<file path="src/rtl/rr_pkg.sv">
// Shared definitions for the round-robin arbiter client agents.
package rr_pkg;

    localparam int unsigned RR_ACK_LAT = 2;
    localparam int unsigned RR_WASTE_W = 8;

    function automatic int unsigned clog2(input int unsigned v);
        int unsigned r;
        int unsigned x;
        r = 0;
        x = (v > 0) ? v - 1 : 0;
        while (x > 0) begin
            r++;
            x = x >> 1;
        end
        return r;
    endfunction

endpackage

</file>
<file path="src/rtl/rr_requester_if.sv">
// Job-in / request-grant / job-out handshake bundle for one arbiter port.
interface rr_requester_if #(
    parameter int unsigned DW = 8
) ();

    logic          in_valid;
    logic [DW-1:0] in_data;
    logic          in_ready;
    logic          req;
    logic          ack;
    logic          out_valid;
    logic [DW-1:0] out_data;

    modport master (
        input  in_valid, in_data, ack,
        output in_ready, req, out_valid, out_data
    );

    modport slave (
        output in_valid, in_data, ack,
        input  in_ready, req, out_valid, out_data
    );

endinterface

</file>
<file path="src/rtl/rr_job_fifo.sv">
// DW x DEPTH synchronous job FIFO; full/empty decoded from the count register.
module rr_job_fifo
    import rr_pkg::*;
#(
    parameter int unsigned DW    = 8,
    parameter int unsigned DEPTH = 4
) (
    input  logic                    clock,
    input  logic                    reset_n,
    input  logic                    push,
    input  logic                    pop,
    input  logic [DW-1:0]           wdata,
    output logic [DW-1:0]           rdata,
    output logic [clog2(DEPTH):0]   count,
    output logic                    full,
    output logic                    empty
);

    localparam int unsigned AW = clog2(DEPTH);
    localparam logic [AW:0] FULL_CNT = (AW+1)'(DEPTH);

    logic [DW-1:0] mem [DEPTH];
    logic [AW-1:0] wr_ptr;
    logic [AW-1:0] rd_ptr;

    always_ff @(posedge clock) begin
        if (push) mem[wr_ptr] <= wdata;
    end

    always_ff @(posedge clock) begin
        if (!reset_n) begin
            wr_ptr <= '0;
            rd_ptr <= '0;
            count  <= '0;
        end else begin
            if (push) wr_ptr <= wr_ptr + AW'(1);
            if (pop)  rd_ptr <= rd_ptr + AW'(1);
            case ({push, pop})
                2'b10:   count <= count + (AW+1)'(1);
                2'b01:   count <= count - (AW+1)'(1);
                default: count <= count;
            endcase
        end
    end

    assign rdata = mem[rd_ptr];
    assign full  = (count == FULL_CNT);
    assign empty = (count == '0);

endmodule

</file>
<file path="src/rtl/rr_requester.sv">
// Client agent for one arbiter port: queues jobs, requests while non-empty,
// pops one job per ack, and tracks wasted grants and starvation.
module rr_requester
    import rr_pkg::*;
#(
    parameter int unsigned DW       = 8,
    parameter int unsigned DEPTH    = 4,
    parameter int unsigned MAX_WAIT = 15
) (
    input  logic                   clock,
    input  logic                   reset_n,
    rr_requester_if.master         bus,
    output logic [clog2(DEPTH):0]  count,
    output logic [RR_WASTE_W-1:0]  wasted,
    output logic                   starve,
    input  logic                   clr_err
);

    localparam int unsigned WW = clog2(MAX_WAIT + 1);
    localparam logic [WW-1:0] WAIT_MAX = WW'(MAX_WAIT);

    logic          push;
    logic          pop;
    logic          full;
    logic          empty;
    logic [DW-1:0] rdata;
    logic [WW-1:0] wait_cnt;

    rr_job_fifo #(
        .DW    (DW),
        .DEPTH (DEPTH)
    ) u_fifo (
        .clock   (clock),
        .reset_n (reset_n),
        .push    (push),
        .pop     (pop),
        .wdata   (bus.in_data),
        .rdata   (rdata),
        .count   (count),
        .full    (full),
        .empty   (empty)
    );

    // An ack against an empty queue never consumes a same-edge push.
    assign push         = bus.in_valid & ~full;
    assign pop          = bus.ack & ~empty;
    assign bus.in_ready = ~full;
    assign bus.req      = (count != '0);

    always_ff @(posedge clock) begin
        if (!reset_n) begin
            bus.out_valid <= 1'b0;
            bus.out_data  <= '0;
        end else begin
            bus.out_valid <= pop;
            if (pop) bus.out_data <= rdata;
        end
    end

    always_ff @(posedge clock) begin
        if (!reset_n || clr_err) begin
            wasted <= '0;
        end else if (bus.ack && empty && wasted != '1) begin
            wasted <= wasted + RR_WASTE_W'(1);
        end
    end

    always_ff @(posedge clock) begin
        if (!reset_n) begin
            wait_cnt <= '0;
            starve   <= 1'b0;
        end else begin
            if (!bus.req || bus.ack) begin
                wait_cnt <= '0;
            end else if (wait_cnt != WAIT_MAX) begin
                wait_cnt <= wait_cnt + WW'(1);
            end
            if (clr_err) begin
                starve <= 1'b0;
            end else if (bus.req && !bus.ack && wait_cnt == WAIT_MAX - WW'(1)) begin
                starve <= 1'b1;
            end
        end
    end

endmodule

</file>
<file path="src/flat_wrapper.sv">
// flat-port wrapper written by rule: the top's interface ports become plain ports
module rr_requester_flat import rr_pkg::*;
#(
    parameter int unsigned DW       = 8,
    parameter int unsigned DEPTH    = 4,
    parameter int unsigned MAX_WAIT = 15
)
  (clock, reset_n, count, wasted, starve, clr_err, bus_in_valid, bus_in_data, bus_ack, bus_in_ready, bus_req, bus_out_valid, bus_out_data);
  rr_requester_if #(.DW(DW)) bus_i ();
  input  logic clock;
  input  logic reset_n;
  output logic [clog2(DEPTH):0] count;
  output logic [RR_WASTE_W-1:0] wasted;
  output logic starve;
  input  logic clr_err;
  input wire logic [$bits(bus_i.in_valid)-1:0] bus_in_valid;
  input wire logic [$bits(bus_i.in_data)-1:0] bus_in_data;
  input wire logic [$bits(bus_i.ack)-1:0] bus_ack;
  output wire logic [$bits(bus_i.in_ready)-1:0] bus_in_ready;
  output wire logic [$bits(bus_i.req)-1:0] bus_req;
  output wire logic [$bits(bus_i.out_valid)-1:0] bus_out_valid;
  output wire logic [$bits(bus_i.out_data)-1:0] bus_out_data;
  assign bus_i.in_valid = bus_in_valid;
  assign bus_i.in_data = bus_in_data;
  assign bus_i.ack = bus_ack;
  assign bus_in_ready = bus_i.in_ready;
  assign bus_req = bus_i.req;
  assign bus_out_valid = bus_i.out_valid;
  assign bus_out_data = bus_i.out_data;
  rr_requester #(.DW(DW), .DEPTH(DEPTH), .MAX_WAIT(MAX_WAIT)) u_core (.clock(clock), .reset_n(reset_n), .bus(bus_i), .count(count), .wasted(wasted), .starve(starve), .clr_err(clr_err));
endmodule
</file>
<file path="config.mk">
export PLATFORM = sky130hd
export DESIGN_NAME = rr_requester_flat
export DESIGN_NICKNAME = d
export VERILOG_FILES = /design/src/rtl/rr_pkg.sv /design/src/rtl/rr_requester_if.sv /design/src/rtl/rr_job_fifo.sv /design/src/rtl/rr_requester.sv /design/src/flat_wrapper.sv
export SDC_FILE = /design/constraint.sdc
export NUM_CORES = 1
export LEC_CHECK = 0
export CAP_MARGIN = 25
export CORE_MARGIN = 4
export CORE_UTILIZATION = 50
export CTS_CLUSTER_DIAMETER = 60
export DETAILED_ROUTE_END_ITERATION = 10
export PLACE_DENSITY = 0.79
export SKIP_CTS_REPAIR_TIMING = 1
export SKIP_LAST_GASP = 1
export SYNTH_ARGS = -nofsm -noshare
export SYNTH_HDL_FRONTEND = slang
export SYNTH_SLANG_ARGS = --single-unit
</file>
<file path="constraint.sdc">
create_clock -name clock -period 3.2 [get_ports clock]
set_input_delay 0.64 -clock clock [delete_from_list [all_inputs] [get_ports clock]]
set_output_delay 0.64 -clock clock [all_outputs]
set_load 0.02 [all_outputs]
</file>
Word level (Yosys, flattened, before mapping)
Memories as Yosys holds them, arrays and structs flattened. A register that Yosys moved wholly into a read port is not among the register bits.
Cells that the tools add are included.
{"block": "op_classes", "addsub": 6, "mul": 0, "n_div": 0, "magnitude_cmp": 0, "eq_ne": 6, "shift": 0, "n_mux": 3, "bitwise": 5, "n_reduce_logical": 15}
{"op": "8-bit by 1-bit adder with 8-bit output, second input constant", "count": 1}
{"op": "8-bit inequality test, second input constant", "count": 1}
{"op": "3-bit case mux with 2 select lines", "count": 1}
{"op": "2-bit by 1-bit adder with 2-bit output, second input constant", "count": 2}
{"op": "4-bit by 1-bit adder with 4-bit output, second input constant", "count": 1}
{"op": "4-bit == test, second input constant", "count": 1}
{"op": "1-bit logical AND", "count": 4}
{"op": "1-bit zero test", "count": 4}
{"op": "4-bit inequality test, second input constant", "count": 1}
{"op": "2-bit OR reduction", "count": 2}
{"op": "3-bit by 1-bit adder with 3-bit output, second input constant", "count": 1}
{"op": "3-bit == test, second input constant", "count": 1}
{"op": "3-bit zero test", "count": 1}
{"op": "1-bit inverter", "count": 3}
{"op": "3-bit nonzero test", "count": 1}
{"op": "3-bit by 1-bit subtractor with 3-bit output, second input constant", "count": 1}
{"op": "1-bit AND", "count": 2}
{"op": "2-bit by 1-bit == test with 1-bit output, second input constant", "count": 1}
{"op": "2-bit == test, second input constant", "count": 1}
{"op": "1-bit logical OR", "count": 2}
{"op": "1-bit 2-to-1 mux", "count": 2}
{"op": "2-bit nonzero test", "count": 1}
{"block": "word_totals", "ff_bits": 21, "latchBits": 0, "mem_bits_rw": 32, "romBits": 0, "input_bits": 13, "output_inout_bits": 23, "wordCells": 43, "n_memories": 1}
{"memory": "u_core.u_fifo.mem", "words": 4, "width": 8, "rd": 1, "rd_ports_with_merged_regs": 1, "wr": 1, "line_no": "rr_job_fifo.sv:22", "rtl": "logic [DW-1:0] mem [DEPTH];"}

Longest topological paths before layout
Gate-level depths: netlist of the first run.
{"block": "logic_depth", "ltp_word": 5, "mapped_depth": 10}

Cells and area by module
A second synthesis of the first run with hierarchy kept.
{"block": "hier_totals", "cells_unflattened": 205, "hier_area_um2": 2617.5}
{"module": "rr_job_fifo", "n_inst": 1, "cells_each": 88, "area_per_inst_um2": 1607.8}
{"module": "rr_requester", "n_inst": 1, "cells_each": 117, "area_per_inst_um2": 1009.7}

Least setup slack after synthesis of the first run
Ideal clock, no wire load.
{"block": "synth_timing", "kind": "register to register", "start": "register u_core.u_fifo.count[2]", "end": "register u_core.u_fifo.count[2]", "arrival_time_ns": 2.451, "required_ns": 3.129, "setup_slack_ns": 0.678, "stages_incl_launch_ff": 10, "n_path_buf": 0, "period_less_slack_ns": 2.522, "cell_sequence": "dfxtp_1 or3b_1 and2_1 inv_1 ha_1 inv_1 fa_1 xor2_1 or3_1 a21oi_1"}
{"block": "synth_between", "elab_chain_len": 5, "elab_cells_between_ends": 12}
{"item": "start, declared", "line_no": "rr_job_fifo.sv:14", "rtl": "output logic [clog2(DEPTH):0] count,"}
{"item": "start signal, assigned", "line_no": "rr_job_fifo.sv:39", "rtl": "2'b10: count <= count + (AW+1)'(1);"}
{"item": "start signal, assigned", "line_no": "rr_job_fifo.sv:40", "rtl": "2'b01: count <= count - (AW+1)'(1);"}
{"item": "start signal, assigned", "line_no": "rr_job_fifo.sv:41", "rtl": "default: count <= count;"}
{"item": "3-bit == test *", "line_no": "rr_job_fifo.sv:47", "rtl": "assign full = (count == FULL_CNT);"}
{"item": "1-bit inverter *"}
{"item": "via bus_in_ready", "line_no": "flat_wrapper.sv:19", "rtl": "output wire logic [$bits(bus_i.in_ready)-1:0] bus_in_ready;"}
{"item": "1-bit AND *", "line_no": "rr_requester.sv:45", "rtl": "assign push = bus.in_valid & ~full;"}
{"item": "2-bit by 1-bit == test with 1-bit output / 2-bit == test (equally long branches)", "line_no": "rr_job_fifo.sv:38", "rtl": "case ({push, pop})"}
{"item": "3-bit case mux with 2 select lines / 2-bit nonzero test (equally long branches)"}
Mark *: on every way through the listed nets, which the timed path passes. The rest lies on a longest branch.
A chain may end at the register's enable or synchronous reset.

Final worst setup path of the first run
{"block": "layout_timing", "start": "register u_core.u_fifo.count[2]", "end": "register u_core.u_fifo.count[2]"}
{"block": "layout_between", "elab_chain_len": 5, "elab_cells_between_ends": 12}
{"item": "3-bit == test / 3-bit zero test (equally long branches)", "line_no": "rr_job_fifo.sv:47, rr_job_fifo.sv:48"}
{"item": "1-bit inverter (on tied branches)", "line_no": "rr_requester.sv:45, rr_requester.sv:46"}
{"item": "1-bit AND (on tied branches)", "line_no": "rr_requester.sv:45, rr_requester.sv:46"}
{"item": "2-bit by 1-bit == test with 1-bit output / 2-bit == test (equally long branches)", "line_no": "rr_job_fifo.sv:38"}
{"item": "3-bit case mux with 2 select lines / 2-bit nonzero test (equally long branches)"}
Parallel ways exist; a longest one is shown, timed or not.

==> summary.log, run 1 <==
[run_status] result of the run finished, final reports clean
[sta] pin slew with the least headroom to its limit 0.6247 ns
[sta] number of failing setup endpoints in the final timing report 0
[pwr] worst supply voltage drop on vdd 0.0003789 V
[layout] Area Overhead vs Synth 25.44%
[sta] unrepaired setup endpoints after global routing no
[layout] most frequent cells in the layout 35 x clkdlybuf4s50_1, 32 x edfxtp_1, 29 x dfxtp_1, 25 x nand2_1, 17 x nor2_1
[setup_path] kind of end point of the critical path flip-flop
[global_routing] antenna violations before repair 0
[global_routing] wire length of the first global-routing pass 7707 um
[die] placeable core area 4755 um^2
[cts] clock-pin transition on the worst setup and hold timing paths 0.07 ns
[cts] clock tree buffer depth 2
[synthesis] number of flops mapped to enable cells by yosys 32
[pwr] static leakage 1.098 nW
[cts] Clk Latency, worst-skew pair 0.33 ns
[cts] Clock Tree Root clkbuf_8
[synthesis] synthesized instance count 196
[setup_path] depth of the worst register-to-register path 9
[synthesis] distinct cell type count after synthesis 40
[die] Boundary Pins 36
[sta] Layout Skew 0.007171 ns
[die] die area 6159 um^2
[synthesis] synthesized area per cell 12.67 um^2
[global_routing] Congestion Overflow GR 0
[setup_path] arrival time reported for the critical path endpoint 2.73 ns
[placement] DP Worst Slack 0.4832 ns
[drt] Avg WL per Cell 14.01 um
[drt] Vias 1594
[drt] Routed Antenna Nets 0
[global_routing] via count of the first global-routing pass 1661
[synthesis] post-synth net total 218
[die] floorplan die width 78.48 um
[setup_path] critical setup path kind reg -> reg
[global_routing] pin count of the biggest net entering global routing 17
[placement] final RePlAce weighted congestion 0.8282
[layout] proportion of layout cells with a drive suffix above 1 0.1224
[synthesis] dominant register cell in the synthesized netlist edfxtp_1
[placement] number of buffer cells added on primary ports 35
[synthesis] Seq cells post-synth 61
[synthesis] netlist area before placement 2484 um^2
[layout] leading cell type in the layout, fill and taps excluded clkdlybuf4s50_1
[sta] worst slew margin relative to its limit 0.5830
[synthesis] main area contributors after synthesis edfxtp_1 39%, dfxtp_1 23%, mux4_2 7.3%
[hold_path] HP Class reg -> reg
[placement] Final HPWL DP 3124 um
[sta] final hold vios 0
[pwr] PD cells 749.9 nW/um^2
[sta] Setup Total Neg Slack 0 ns
[synthesis] part of the Yosys area used for sequential elements 0.6207
[drt] DRC 0
[pwr] total power after layout 2.336 mW
[layout] number of inserted diodes 0
[die] number of placement rows 25
[global_routing] gr usage total 0.1647
[drt] average vias per placed instance 5.109
[sta] max-slew violation count 0
[sta] crit share post-route 0.7724
[layout] filler cell count 367
[layout] Layout Nets 262
[synthesis] area share of the largest cell type after synthesis 0.3869
[setup_path] kind of launch point of the worst setup path flip-flop
[die] overall die height 78.48 um
[sta] minimum setup slack in the final design 0.7284 ns
[synthesis] Yosys top cell by area edfxtp_1
[sta] maximum clock rate 404.6 MHz
[cts] TritonCTS clock tree yes
[cts] H-tree levels 3
[synthesis] async set-reset flop share out of synthesis 0
[drt] drt initial violations 60
[setup_path] Req. time, crit path 3.46 ns
[drt] Routed Wire Length 4371 um
[cts] Num CTS Buffers 9
[setup_path] peak fanout along the critical path 7
[sta] final critical delay including setup and external delays 2.472 ns
[flow_run] max capacitance violation total 0
[synthesis] number of synthesis warnings 0
[hold_path] cell count of the worst hold path 2
[cts] CTS Sinks 61
[drt] First-pass DRT Iterations 4
[die] initial standard-cell utilization of the core 0.5224
==> cells by family after synthesis <==
kind of cell	share of synthesized area
xor+xnor	0.02821
compound gates	0.06498
buf+inv	0.02216
fa+ha+maj	0.04836
mux	0.07657
simple gates	0.1391
flops	0.6207
==> stage by stage <==
stage | std cells | instance area, um^2 | utilization | hold slack, ns
2_1_floorplan | 196 | 2484 | - | 0.4692
3_3_place_gp | 296 | 2915 | 0.6132 | 0.4438
3_5_place_dp | 296 | 2915 | 0.6132 | 0.4456
4_1_cts | 312 | 3115 | 0.6553 | 0.4553
5_1_grt | 312 | 3115 | 0.6553 | 0.4813
6_report | 312 | 3115 | 0.6553 | 0.4550
==> registers in the layout, summed over array words and instances (netlist names) <==
signal / count
u_core.bus.out_data: 8
u_core.starve: 1
u_core.u_fifo.count: 3
u_core.u_fifo.mem: 32
u_core.bus.out_valid: 1
u_core.wait_cnt: 4
u_core.wasted: 8
u_core.u_fifo.wr_ptr: 2
u_core.u_fifo.rd_ptr: 2
==> metal layers <==
layer  up-vias  share of wire  global-route usage
met5         -              0                   0
met3         2          0.062             0.05963
met4         0         0.0066             0.07168
met2        49           0.52              0.2825
li1        799              -                   -
met1       744           0.41              0.1837
==> critical path, stage by stage (launching register included) <==
cell and delay [ns]:
dfxtp_1 0.44, or3b_1 0.46, and2_1 0.23, inv_1 0.08, ha_1 0.17, inv_1 0.06
fa_1 0.38, xor2_1 0.16, or3_1 0.30, a21oi_1 0.14
==> cells in the mapped netlist, types with 2 or more instances <==
cell type,number
edfxtp_1,32
dfxtp_1,29
nand2_1,25
nor2_1,17
a21oi_1,12
inv_1,9
ha_1,8
mux4_2,8
nand3_1,6
xor2_1,5
and3_1,4
o211ai_1,3
o21ai_0,3
xnor2_1,3
a211oi_1,2
a31oi_1,2
buf_2,2
nand2b_1,2
nor3_1,2
or3_1,2
==> final cells by class <==
cell class / instances / area [um^2] / area share
Clock buffer: 10 / 127.6 / 0.04096
Timing Repair Buffer: 37 / 365.4 / 0.1173
Clock inverter: 6 / 72.57 / 0.02329
Sequential cell: 61 / 1541 / 0.4948
Multi-Input combinational cell: 121 / 887.1 / 0.2847
Tap cell: 67 / 83.83 / 0.02691
Inverter: 10 / 37.54 / 0.01205
==> path summary, 6_finish.rpt <==
path                          startpoint                endpoint  slack [ns]
setup / recovery  u_core.u_fifo.count[2]  u_core.u_fifo.count[2]        0.73
hold / removal    u_core.bus.out_data[1]  u_core.bus.out_data[1]        0.46
setup reg to reg  u_core.u_fifo.count[2]  u_core.u_fifo.count[2]        0.73
hold reg to reg   u_core.bus.out_data[1]  u_core.bus.out_data[1]        0.46
==> power breakdown <==
part	leakage (nW)	switching, mW	internal (mW)	total (mW)
sequential	0.529	0.104	0.933	1.04
combinational	0.472	0.318	0.312	0.630
clock	0.0971	0.303	0.366	0.669
total	1.10	0.725	1.61	2.34
Power figures use the tool's default switching activity.
==> run 2: changes to the inputs <==
==> constraint.sdc (replaced) <==
create_clock -name clock -period 2.5 [get_ports clock]
set_input_delay 0.5 -clock clock [delete_from_list [all_inputs] [get_ports clock]]
set_output_delay 0.5 -clock clock [all_outputs]
set_load 0.02 [all_outputs]
==> summary.log, run 2 (synthesis gave the netlist of run 1 again) <==
[run_status] result of the run finished, final reports clean
[cts] CTS Sinks 61
[setup_path] kind of launch point of the worst setup path flip-flop
[layout] most frequent cells in the layout 35 x clkdlybuf4s50_1, 32 x edfxtp_1, 29 x dfxtp_1, 25 x nand2_1, 17 x nor2_1
[die] floorplan die width 78.48 um
[pwr] PD cells 980.8 nW/um^2
[sta] pin slew with the least headroom to its limit 0.6074 ns
[setup_path] critical setup path kind reg -> out
[layout] number of inserted diodes 0
[setup_path] reg-to-reg slack, setup 0.21 ns
[die] placeable core area 4755 um^2
[sta] worst slew margin relative to its limit 0.5945
[drt] Routed Antenna Nets 0
[layout] max FFs per register 32
[global_routing] wire length of the first global-routing pass 7969 um
[drt] First-pass DRT Iterations 4
[drt] wire length on met1 1922 um
[die] number of placement rows 25
[sta] unrepaired setup endpoints after global routing no
[layout] Layout Nets 271
[sta] crit share post-route 0.9418
[sta] final critical delay including setup and external delays 2.355 ns
[sta] number of failing setup endpoints in the final timing report 0
[drt] drt initial violations 42
[cts] TritonCTS clock tree yes
[global_routing] gr usage total 0.1733
[flow_run] max capacitance violation total 0
[drt] DRC 0
[sta] Layout Skew 0.008559 ns
[layout] top flop regs u_core.u_fifo.mem x32, u_core.bus.out_data x8, u_core.wasted x8
[setup_path] arrival time reported for the critical path endpoint 1.85 ns
[placement] Final HPWL DP 3145 um
[placement] DP Worst Slack 0.03529 ns
[cts] Clock Tree Root clkbuf_8
[cts] Clk Latency, worst-skew pair 0.34 ns
[pwr] static leakage 1.148 nW
[layout] Top reg by flops u_core.u_fifo.mem
[setup_path] Req. time, crit path 2.00 ns
[layout] Area Overhead vs Synth 28.87%
[global_routing] antenna violations before repair 0
[cts] Num CTS Buffers 9
[drt] top layer in use met4
[hold_path] HP Class reg -> reg
[sta] max-slew violation count 0
[drt] Vias 1645
[global_routing] Congestion Overflow GR 0
[global_routing] via count of the first global-routing pass 1718
[layout] leading cell type in the layout, fill and taps excluded clkdlybuf4s50_1
[sta] maximum clock rate 424.7 MHz
[drt] Routed Wire Length 4565 um
[cts] clock-pin transition on the worst setup and hold timing paths 0.07 ns
[layout] proportion of layout cells with a drive suffix above 1 0.1535
[die] overall die height 78.48 um
[die] Boundary Pins 36
[die] die area 6159 um^2
[drt] average vias per placed instance 5.125
[global_routing] pin count of the biggest net entering global routing 17
[drt] Avg WL per Cell 14.22 um
[setup_path] kind of end point of the critical path output pin
[setup_path] depth of the worst register-to-register path 9
[setup_path] peak fanout along the critical path 6
[sta] Setup Total Neg Slack 0 ns
[drt] Detail Route met2 WL 2326 um
[placement] number of buffer cells added on primary ports 35
[placement] final RePlAce weighted congestion 0.8742
[sta] final hold vios 0
[hold_path] cell count of the worst hold path 2
[die] initial standard-cell utilization of the core 0.5224
[sta] minimum setup slack in the final design 0.1455 ns
[cts] clock tree buffer depth 2
[cts] H-tree levels 3
[drt] wire length on met3 209 um
[pwr] worst supply voltage drop on vdd 0.0005686 V
-- run 2: layout make-up --
class | count | area, um^2
clock buffer | 10 | 127.6
timing repair buffer | 46 | 432.9
sequential | 61 | 1541
inverter | 10 | 37.54
clock inverter | 6 | 87.58
multi-input combinational | 121 | 889.6
tap | 67 | 83.83
fill | 370 | 1554
-- run 2: report_power, final --
part,switching (mW),leakage [nW],internal (mW),total [mW]
Clock,0.375,0.100,0.559,0.934
Combinational,0.446,0.518,0.458,0.904
Sequential,0.107,0.529,1.19,1.30
-- run 2: worst max-delay path, stage by stage (launching register included) --
cell and delay, ns:
dfxtp_1 0.31, buf_4 0.15, or3_2 0.51, clkdlybuf4s50_1 0.56
-- run 2: routing by layer --
metal / up-vias / track usage
li1: 816 / -
met1: 775 / 0.1995
met2: 43 / 0.2885
met3: 11 / 0.04587
met4: 0 / 0.1049
met5: - / 0
-- run 2: path summary, 6_finish.rpt --
| kind | startpoint | end |
|---|---|---|
| max | u_core.u_fifo.count[0] | bus_req |
| min | u_core.bus.out_data[2] | u_core.bus.out_data[2] |
| min reg2reg | u_core.bus.out_data[2] | u_core.bus.out_data[2] |
| max reg2reg | u_core.u_fifo.count[0] | u_core.u_fifo.count[2] |
-- run 2: through the flow --
step | cells | hold WS, ns | util | total power, mW | area, um^2
global placement | 305 | 0.4448 | 0.6279 | 2.209 | 2985
detailed placement | 305 | 0.4486 | 0.6279 | 2.235 | 2985
CTS | 321 | 0.4573 | 0.6732 | 3.170 | 3201
floorplan | 196 | 0.4692 | - | 1.862 | 2486
finish | 321 | 0.4527 | 0.6732 | 3.139 | 3201
global route | 321 | 0.4895 | 0.6732 | 3.331 | 3201
